[src/rtl/frame_scheduler.sv]
// Frame pacing / latch sequencer for the LED string drivers on clk_20.
// Optional STREAM watchdog enabled by defining FRAME_SCHED_TIMEOUT_EN.
module frame_scheduler #(
   parameter int unsigned FIFO_ADDR_WIDTH = 13,
   parameter int unsigned FRAME_WORDS     = 1200,
   parameter int unsigned LATCH_CYCLES    = 1200,
   parameter int unsigned STREAM_TIMEOUT  = 65535
) (
   input  logic                       clk,
   input  logic                       reset_n,
   input  logic                       enable,
   input  logic [23:0]                frame_period,
   input  logic [FIFO_ADDR_WIDTH:0]   fifo_full_count,
   input  logic                       string_active,
   output logic                       start_frame,
   output logic                       h_blank,
   output logic                       busy,
   output logic [1:0]                 state,
   output logic [15:0]                frame_count,
   output logic [7:0]                 late_count,
   output logic                       timeout_err
);

   localparam int unsigned CNT_W = FIFO_ADDR_WIDTH + 1;
   localparam int unsigned LAT_W = (LATCH_CYCLES > 1) ? $clog2(LATCH_CYCLES) : 1;
   localparam logic [CNT_W:0]   FRAME_WORDS_EXT = (CNT_W + 1)'(FRAME_WORDS);
   localparam logic [LAT_W-1:0] LATCH_LOAD      = LAT_W'(LATCH_CYCLES - 1);

   if (FRAME_WORDS > (64'd1 << FIFO_ADDR_WIDTH)) begin : g_bad_frame_words
      $error("frame_scheduler: FRAME_WORDS exceeds FIFO capacity");
   end
   if (LATCH_CYCLES < 1) begin : g_bad_latch
      $error("frame_scheduler: LATCH_CYCLES must be at least 1");
   end
   if (STREAM_TIMEOUT < 1) begin : g_bad_timeout
      $error("frame_scheduler: STREAM_TIMEOUT must be at least 1");
   end

   typedef enum logic [1:0] {
      S_IDLE   = 2'd0,
      S_WAIT   = 2'd1,
      S_STREAM = 2'd2,
      S_LATCH  = 2'd3
   } state_t;

   state_t           state_q, state_d;
   logic [23:0]      period_cnt_q, period_cnt_d;
   logic [LAT_W-1:0] latch_cnt_q, latch_cnt_d;
   logic             pend_q, pend_d;
   logic             seen_q, seen_d;
   logic             start_q, start_d;
   logic             h_blank_q, h_blank_d;
   logic             busy_q, busy_d;
   logic [15:0]      frame_cnt_q, frame_cnt_d;
   logic [7:0]       late_q, late_d;
   logic             tick_c;
   logic             frame_ready_c;

`ifdef FRAME_SCHED_TIMEOUT_EN
   localparam int unsigned TO_W = $clog2(STREAM_TIMEOUT + 1);
   localparam logic [TO_W-1:0] TO_LAST = TO_W'(STREAM_TIMEOUT - 1);

   logic [TO_W-1:0]  stream_cnt_q, stream_cnt_d;
   logic             timeout_q, timeout_d;
   logic             skip_q, skip_d;
`endif

   assign tick_c        = enable && (period_cnt_q == 24'd0);
   assign frame_ready_c = {1'b0, fifo_full_count} >= FRAME_WORDS_EXT;

   // Next-state and next-output logic; every register gets its hold value first.
   always_comb begin
      state_d      = state_q;
      period_cnt_d = period_cnt_q;
      latch_cnt_d  = latch_cnt_q;
      pend_d       = pend_q;
      seen_d       = seen_q;
      start_d      = 1'b0;
      h_blank_d    = h_blank_q;
      frame_cnt_d  = frame_cnt_q;
      late_d       = late_q;
`ifdef FRAME_SCHED_TIMEOUT_EN
      stream_cnt_d = stream_cnt_q;
      timeout_d    = timeout_q;
      skip_d       = skip_q;
`endif

      if (!enable) begin
         period_cnt_d = 24'd0;
      end else if (tick_c) begin
         period_cnt_d = (frame_period <= 24'd1) ? 24'd0 : frame_period - 24'd1;
      end else begin
         period_cnt_d = period_cnt_q - 24'd1;
      end

      case (state_q)
         S_IDLE: begin
            if (enable && (tick_c || pend_q)) begin
               state_d = S_WAIT;
               pend_d  = 1'b0;
            end
         end

         S_WAIT: begin
            if (!enable) begin
               state_d = S_IDLE;
            end else if (frame_ready_c) begin
               state_d = S_STREAM;
               start_d = 1'b1;
               seen_d  = string_active;
`ifdef FRAME_SCHED_TIMEOUT_EN
               stream_cnt_d = '0;
               skip_d       = 1'b0;
`endif
            end else if (tick_c && (late_q != 8'hFF)) begin
               late_d = late_q + 8'd1;
            end
         end

         S_STREAM: begin
            if (string_active) begin
               seen_d = 1'b1;
            end
            if (seen_q && !string_active) begin
               state_d     = S_LATCH;
               h_blank_d   = 1'b1;
               latch_cnt_d = LATCH_LOAD;
            end
`ifdef FRAME_SCHED_TIMEOUT_EN
            // Watchdog: stuck string driver still gets a latch, but the frame is not counted.
            else if (stream_cnt_q == TO_LAST) begin
               state_d     = S_LATCH;
               h_blank_d   = 1'b1;
               latch_cnt_d = LATCH_LOAD;
               timeout_d   = 1'b1;
               skip_d      = 1'b1;
            end else begin
               stream_cnt_d = stream_cnt_q + TO_W'(1);
            end
`endif
         end

         S_LATCH: begin
            if (tick_c) begin
               pend_d = 1'b1;
            end
            if (latch_cnt_q == '0) begin
               state_d   = S_IDLE;
               h_blank_d = 1'b0;
`ifdef FRAME_SCHED_TIMEOUT_EN
               if (!skip_q) begin
                  frame_cnt_d = frame_cnt_q + 16'd1;
               end
`else
               frame_cnt_d = frame_cnt_q + 16'd1;
`endif
            end else begin
               latch_cnt_d = latch_cnt_q - LAT_W'(1);
            end
         end

         default: state_d = S_IDLE;
      endcase

      if (!enable) begin
         pend_d = 1'b0;
      end

      busy_d = (state_d != S_IDLE);
   end

   always_ff @(posedge clk or negedge reset_n) begin
      if (!reset_n) begin
         state_q      <= S_IDLE;
         period_cnt_q <= '0;
         latch_cnt_q  <= '0;
         pend_q       <= 1'b0;
         seen_q       <= 1'b0;
         start_q      <= 1'b0;
         h_blank_q    <= 1'b0;
         busy_q       <= 1'b0;
         frame_cnt_q  <= '0;
         late_q       <= '0;
      end else begin
         state_q      <= state_d;
         period_cnt_q <= period_cnt_d;
         latch_cnt_q  <= latch_cnt_d;
         pend_q       <= pend_d;
         seen_q       <= seen_d;
         start_q      <= start_d;
         h_blank_q    <= h_blank_d;
         busy_q       <= busy_d;
         frame_cnt_q  <= frame_cnt_d;
         late_q       <= late_d;
      end
   end

`ifdef FRAME_SCHED_TIMEOUT_EN
   always_ff @(posedge clk or negedge reset_n) begin
      if (!reset_n) begin
         stream_cnt_q <= '0;
         timeout_q    <= 1'b0;
         skip_q       <= 1'b0;
      end else begin
         stream_cnt_q <= stream_cnt_d;
         timeout_q    <= timeout_d;
         skip_q       <= skip_d;
      end
   end

   assign timeout_err = timeout_q;
`else
   assign timeout_err = 1'b0;
`endif

   assign start_frame = start_q;
   assign h_blank     = h_blank_q;
   assign busy        = busy_q;
   assign state       = state_q;
   assign frame_count = frame_cnt_q;
   assign late_count  = late_q;

endmodule
[config.mk]
export PLATFORM = sky130hd
export DESIGN_NAME = frame_scheduler
export DESIGN_NICKNAME = d
export VERILOG_FILES = /design/src/rtl/frame_scheduler.sv
export SDC_FILE = /design/constraint.sdc
export NUM_CORES = 1
export LEC_CHECK = 0
export BUFFER_PORTS_ARGS = -buffer_cell sky130_fd_sc_hd__buf_2
export CAP_MARGIN = 20
export CORE_ASPECT_RATIO = 1.4
export CORE_MARGIN = 5
export CORE_UTILIZATION = 55
export CTS_CLUSTER_DIAMETER = 50
export DETAILED_ROUTE_END_ITERATION = 8
export PLACE_DENSITY = 0.79
export SLEW_MARGIN = 5
export SYNTH_ARGS = -nofsm -noshare
export SYNTH_HDL_FRONTEND = slang
export SYNTH_SLANG_ARGS = --single-unit
[constraint.sdc]
create_clock -name clk -period 2.9 [get_ports clk]
set_input_delay 0.58 -clock clk [delete_from_list [all_inputs] [get_ports clk]]
set_output_delay 0.58 -clock clk [all_outputs]
set_load 0.03 [all_outputs]
Word level (Yosys, flattened, before mapping)
Cells that the tools add are included.
{"block": "totals", "output_inout_bits": 30, "in_bits": 42, "word_cells": 75, "register_bits": 66}
{"block": "op_classes", "n_eq_ne": 13, "magnitude_cmp": 2, "n_reduce_logical": 18, "muxes": 26, "addsub": 5, "bitwise": 1}
{"cell": "24-bit 2-to-1 mux", "n": 3}
{"cell": "24-bit by 1-bit subtractor with 24-bit output, second input constant", "n": 2}
{"cell": "24-bit by 1-bit <= comparator with 1-bit output, second input constant", "n": 1}
{"cell": "24-bit logical NOT", "n": 1}
{"cell": "11-bit 2-to-1 mux", "n": 2}
{"cell": "11-bit one-hot mux with 2 select lines", "n": 1}
{"cell": "16-bit by 1-bit adder with 16-bit output, second input constant", "n": 1}
{"cell": "14-bit by 11-bit >= comparator with 1-bit output, second input constant", "n": 1}
{"cell": "2-bit inequality test, second input constant", "n": 6}
{"cell": "11-bit logical NOT", "n": 1}
{"cell": "1-bit 2-to-1 mux", "n": 11}
{"cell": "11-bit by 1-bit subtractor with 11-bit output, second input constant", "n": 1}
{"cell": "2-bit 2-to-1 mux", "n": 5}
{"cell": "3-bit AND reduction", "n": 3}
{"cell": "8-bit by 1-bit adder with 8-bit output, second input constant", "n": 1}
{"cell": "8-bit inequality test, second input constant", "n": 1}
{"cell": "2-bit one-hot mux with 4 select lines", "n": 1}
{"cell": "4-bit AND reduction", "n": 2}
{"cell": "3-bit inequality test, second input constant", "n": 2}
{"cell": "1-bit one-hot mux with 2 select lines", "n": 3}
{"cell": "2-bit nonzero test", "n": 3}
{"cell": "2-bit equality test, second input constant", "n": 2}
{"cell": "1-bit logical AND", "n": 4}
{"cell": "3-bit by 1-bit inequality test with 1-bit output, second input constant", "n": 1}
{"cell": "other kinds (6)", "n": 6}

Longest topological paths before layout
{"block": "logic_depth", "depth_word": 7, "depth_mapped": 8, "mapped_depth_nobuf": 7}

Least setup slack after synthesis
Ideal clock, no wire load.
{"block": "synth_path", "path_type": "input to register", "from": "in frame_period[1]", "to": "reg period_cnt_q[20]", "cell_stages": 7, "slack_ns": 0.348, "t_arrival_ns": 2.487, "setup_time_ns": 0.065, "required_time_ns": 2.835, "path_buffers": 0, "cell_sequence": "inv_1 ha_1 nor4b_1 nand4_1 or3_1 o21ai_0 o221a_2"}
{"block": "synth_via", "elab_chain_len": 4, "elab_cells_between_ends": 5, "cone_classes": "add/sub: 1; order compare: 1; mux: 3"}
{"element": "start: declaration", "line_no": "12", "source": "input logic [23:0] frame_period,"}
{"element": "24-bit by 1-bit subtractor with 24-bit output or 24-bit by 1-bit <= comparator with 1-bit output (tied branches)", "line_no": "91", "source": "period_cnt_d = (frame_period <= 24'd1) ? 24'd0 : frame_period - 24'd1;"}
{"element": "24-bit 2-to-1 mux *", "line_no": "91"}
{"element": "24-bit 2-to-1 mux *", "line_no": "90", "source": "end else if (tick_c) begin"}
{"element": "24-bit 2-to-1 mux *", "line_no": "88", "source": "if (!enable) begin"}
{"element": "via period_cnt_d[20]", "line_no": "47", "source": "logic [23:0] period_cnt_q, period_cnt_d;"}
{"element": "end signal: assignment", "line_no": "186", "source": "period_cnt_q <= period_cnt_d;"}
{"element": "end: declaration", "line_no": "47"}
Mark *: on every way through the listed nets, which the timed path passes. The rest lies on a longest branch.
A chain may end at the register's enable or synchronous reset.

Worst setup path after layout
{"block": "layout_path", "from": "reg latch_cnt_q[0]", "to": "reg frame_cnt_q[15], in the netlist frame_count[15]"}
{"block": "layout_via", "elab_chain_len": 2}
{"element": "start: declaration", "line_no": "48", "source": "logic [LAT_W-1:0] latch_cnt_q, latch_cnt_d;"}
{"element": "start signal: assignment", "line_no": "187", "source": "latch_cnt_q <= latch_cnt_d;"}
{"element": "11-bit logical NOT", "line_no": "147", "source": "if (latch_cnt_q == '0) begin"}
{"element": "2-bit AND reduction (no source line)"}
{"element": "end signal: assignment", "line_no": "193", "source": "frame_cnt_q <= frame_cnt_d;"}
{"element": "end: declaration", "line_no": "54", "source": "logic [15:0] frame_cnt_q, frame_cnt_d;"}
No other way between the ends.

==> impl_metrics.yaml <==
min_path:
  hp-class: "input port to async pin"
final_layout:
  drive_gt1_share_pct: 23.2
  post-route-util_pct: 67.5
  syn2layout_area_growth_pct: 19.2
  antenna-diode-count: 0
  fin_cells: 599
  fin_nets: 549
job:
  max_cap_viol_count: 0
power:
  pwr-share-seq_pct: 35.3
  clockPowerShare_pct: 26.7
  p_int_mw: 2.24
  power_per_cell_area_mw_per_mm2: 738
  p_sw_share_pct: 35.6
  finalPower_mw: 3.48
  p_sw_mw: 1.24
  pwr-share-comb_pct: 38.0
  ir_worst_vdd_mv: 0.400
  leakage_nw: 2.10
placed_design:
  port_buffers: 66
  place_hpwl_mm: 6.99
  dpl_worst_slack_ps: 175
  routabilityCongestion: 0.875
  dp.cells: 584
logic_synthesis:
  synth_top_area_cell: "dfrtp_1"
  synth_top_area_share_pct: 41.7
  async_flop_share_pct: 100
  syn_area_mm2: 0.00396
  synth_cell_type_count: 61
  ys.flop_type: "dfrtp_1"
  synth_warnings: 0
  synth.area.top_cells: "dfrtp_1 (42%), xor2_1 (7.7%), xnor2_1 (5.5%), nor2_1 (3.4%), nor3_1 (2.8%)"
  ys_ff_latch: 66
  syn-num-nets: 465
  netlist_instances: 416
  ys_seq_area_share_pct: 41.7
  synth_enable_flop_cells: 0
  netlist_top_cells_count: "dfrtp_1 (66), nor2_1 (36), xor2_1 (35), nand2_1 (26), xnor2_1 (25)"
  yosysMostFrequentCell: "dfrtp_1"
  syn_area_per_cell_um2: 9.51
route:
  avgViaCountPerCell: 5.84
  drc: 0
  routed_wirelength_mm: 9.18
  dr.pass1.iters: 5
  drt-initial-drc-count: 154
  ant_nets: 0
  wire_per_inst_um: 15.3
  vias: 3497
grt:
  grt_pass1_vias: 3542
  antenna_found_initial: 0
  grtUsageTotal_pct: 22.5
  grt_remaining_overflow: 0
  grt_max_degree: 43
  grt_pass1_wl_mm: 15.6
critical_path:
  crit_required_ps: 3170
  cp_slowest_cell: "or3b_2"
  cp_max_fo: 6
  cp_slowest_stage_delay_ps: 520
  worstSetupStartpointType: "flop"
  end_kind: "flop"
  worstPathArrival_ps: 2730
  crit_type: "flop to flop"
  path_cells: "inv_1, ha_1, or3b_2, nor4_4, nand4_1, nor3_1, xor2_1"
  rr_worst_depth: 7
die:
  num_rows: 36
  core_area_mm2: 0.00698
  ios: 72
  die_y_um: 110
  initial_utilization_pct: 56.7
  die_w_um: 81.7
  dieArea_mm2: 0.00901
timing:
  finalHoldViolCount: 0
  final.period_utilization_pct: 84.6
  fin_skew_ps: 6.86
  finalMaxSlewViolations: 0
  finalWorstSetupSlack_ps: 446
  setup_tns_ps: 0
  worstMarginPinSlew_ps: 957
  rsz0062_at_grt: "no"
  setup_viol: 0
  fmax_mhz: 407
  maxSlewHeadroom_pct: 36.1
  fin_crit_ps: 2450
clock_tree:
  clkTransAtPathRegs_ps: 70
  cts_sinks: 66
  cts_buffer_depth: 2
  ctsResizeCount: 0
  cts-root-buf: "clkbuf_8"
  cts_setup_buffers: 0
  h-tree-depth: 3
  numCtsBuffers: 9
  postCtsHoldBufs: 0
  clkLatencyLatePin_ps: 350
  cts_tree: "done"
status:
  outcome: "finished clean"
power by group through the flow:
| stage | clock, mW | sequential (mW) | combinational (mW) |
|---|---|---|---|
| after detailed placement | 0 | 1.24 | 1.31 |
| final | 0.928 | 1.23 | 1.32 |
| after global placement | 0 | 1.23 | 1.28 |
| after CTS | 0.949 | 1.22 | 1.32 |
| after global routing | 0.991 | 1.25 | 1.48 |
| after floorplan | 0 | 1.24 | 0.967 |
registers in the layout (all words and copies together) (netlist names):
register	flops
pend_q	1
period_cnt_q	24
seen_q	1
busy	1
late_count	8
frame_count	16
state	2
start_frame	1
latch_cnt_q	11
h_blank	1
worst paths after layout:
| check | startpoint | endpoint | slack, ps |
|---|---|---|---|
| hold / removal | reset_n | latch_cnt_q[5] | 370 |
| setup / recovery | latch_cnt_q[0] | frame_count[15] | 450 |
| min in group clk | frame_count[15] | frame_count[15] | 470 |
| hold reg to reg | frame_count[15] | frame_count[15] | 470 |
| max in group asynchronous | reset_n | latch_cnt_q[6] | 1760 |
| setup reg to reg | latch_cnt_q[0] | frame_count[15] | 450 |
final cells by class:
class / count / area, um^2
fill: 565 / 2270
multi-input combinational: 332 / 2220
sequential: 66 / 1650
timing repair buffer: 81 / 443
clock buffer: 10 / 138
tap: 95 / 119
clock inverter: 5 / 103
inverter: 10 / 37.5
per-layer routing:
metal / wire [um] / vias to the layer above / track usage, %
li1: - / 1689 / -
met1: 3680 / 1681 / 25.8
met2: 4730 / 107 / 39.0
met3: 544 / 20 / 5.53
met4: 227 / 0 / 10.3
met5: 0 / - / 0
logic make-up after synthesis:
logic type	after synthesis	share of synthesized area, %
XOR/XNOR	60	13.3
multiplexers	2	0.569
buffers and inverters	18	2.06
AND/OR/NAND/NOR	192	27.8
AO/OA/AOI/OAI	70	12.2
flip-flops	66	41.7
adder cells (fa/ha/maj)	7	2.21
other	1	0.0948
layout by cell type, fill, tap and decap left out, drive strengths merged, types with 2 or more instances in the layout:
master  Yosys  layout
mux2        2       2
ha          7       7
nand4b      5       5
nand4      15      15
dfrtp      66      66
nor3       23      23
clkbuf      4      10
xor2       35      35
o31a        2       2
nand2      27      27
or3         8       8
o21ai      14      14
bufinv      0       3
and2       14      14
o21a        5       5
o311ai      2       2
nor3b       5       5
xnor2      25      25
nor2       36      36
o41ai       4       4
nand3      20      20
nor4b       2       2
a21oi      11      11
nand3b      3       3
a31oi       2       2
or4         8       8
nor4       13      13
o31ai       5       5
o211ai      2       2
buf         4      81
or2         5       5
inv        10      10
o22ai      15      15
critical path: cells and delay by family, from the launching register on:
family | cells | cell delay [ps]
xor gates and xnor gates | 1 | 180
buffers and inverters | 1 | 70
adders and majority gates | 1 | 180
DFF | 1 | 410
and+or+nand+nor | 4 | 1540
through the flow:
| stage | hold WS, ps | cell area [um^2] |
|---|---|---|
| 2_1_floorplan | 284 | 3960 |
| 3_3_place_gp | 451 | 4470 |
| 3_5_place_dp | 461 | 4470 |
| 4_1_cts | 374 | 4710 |
| 5_1_grt | 421 | 4710 |
| 6_report | 366 | 4710 |
Note: power is estimated with default switching activity, not from simulation.
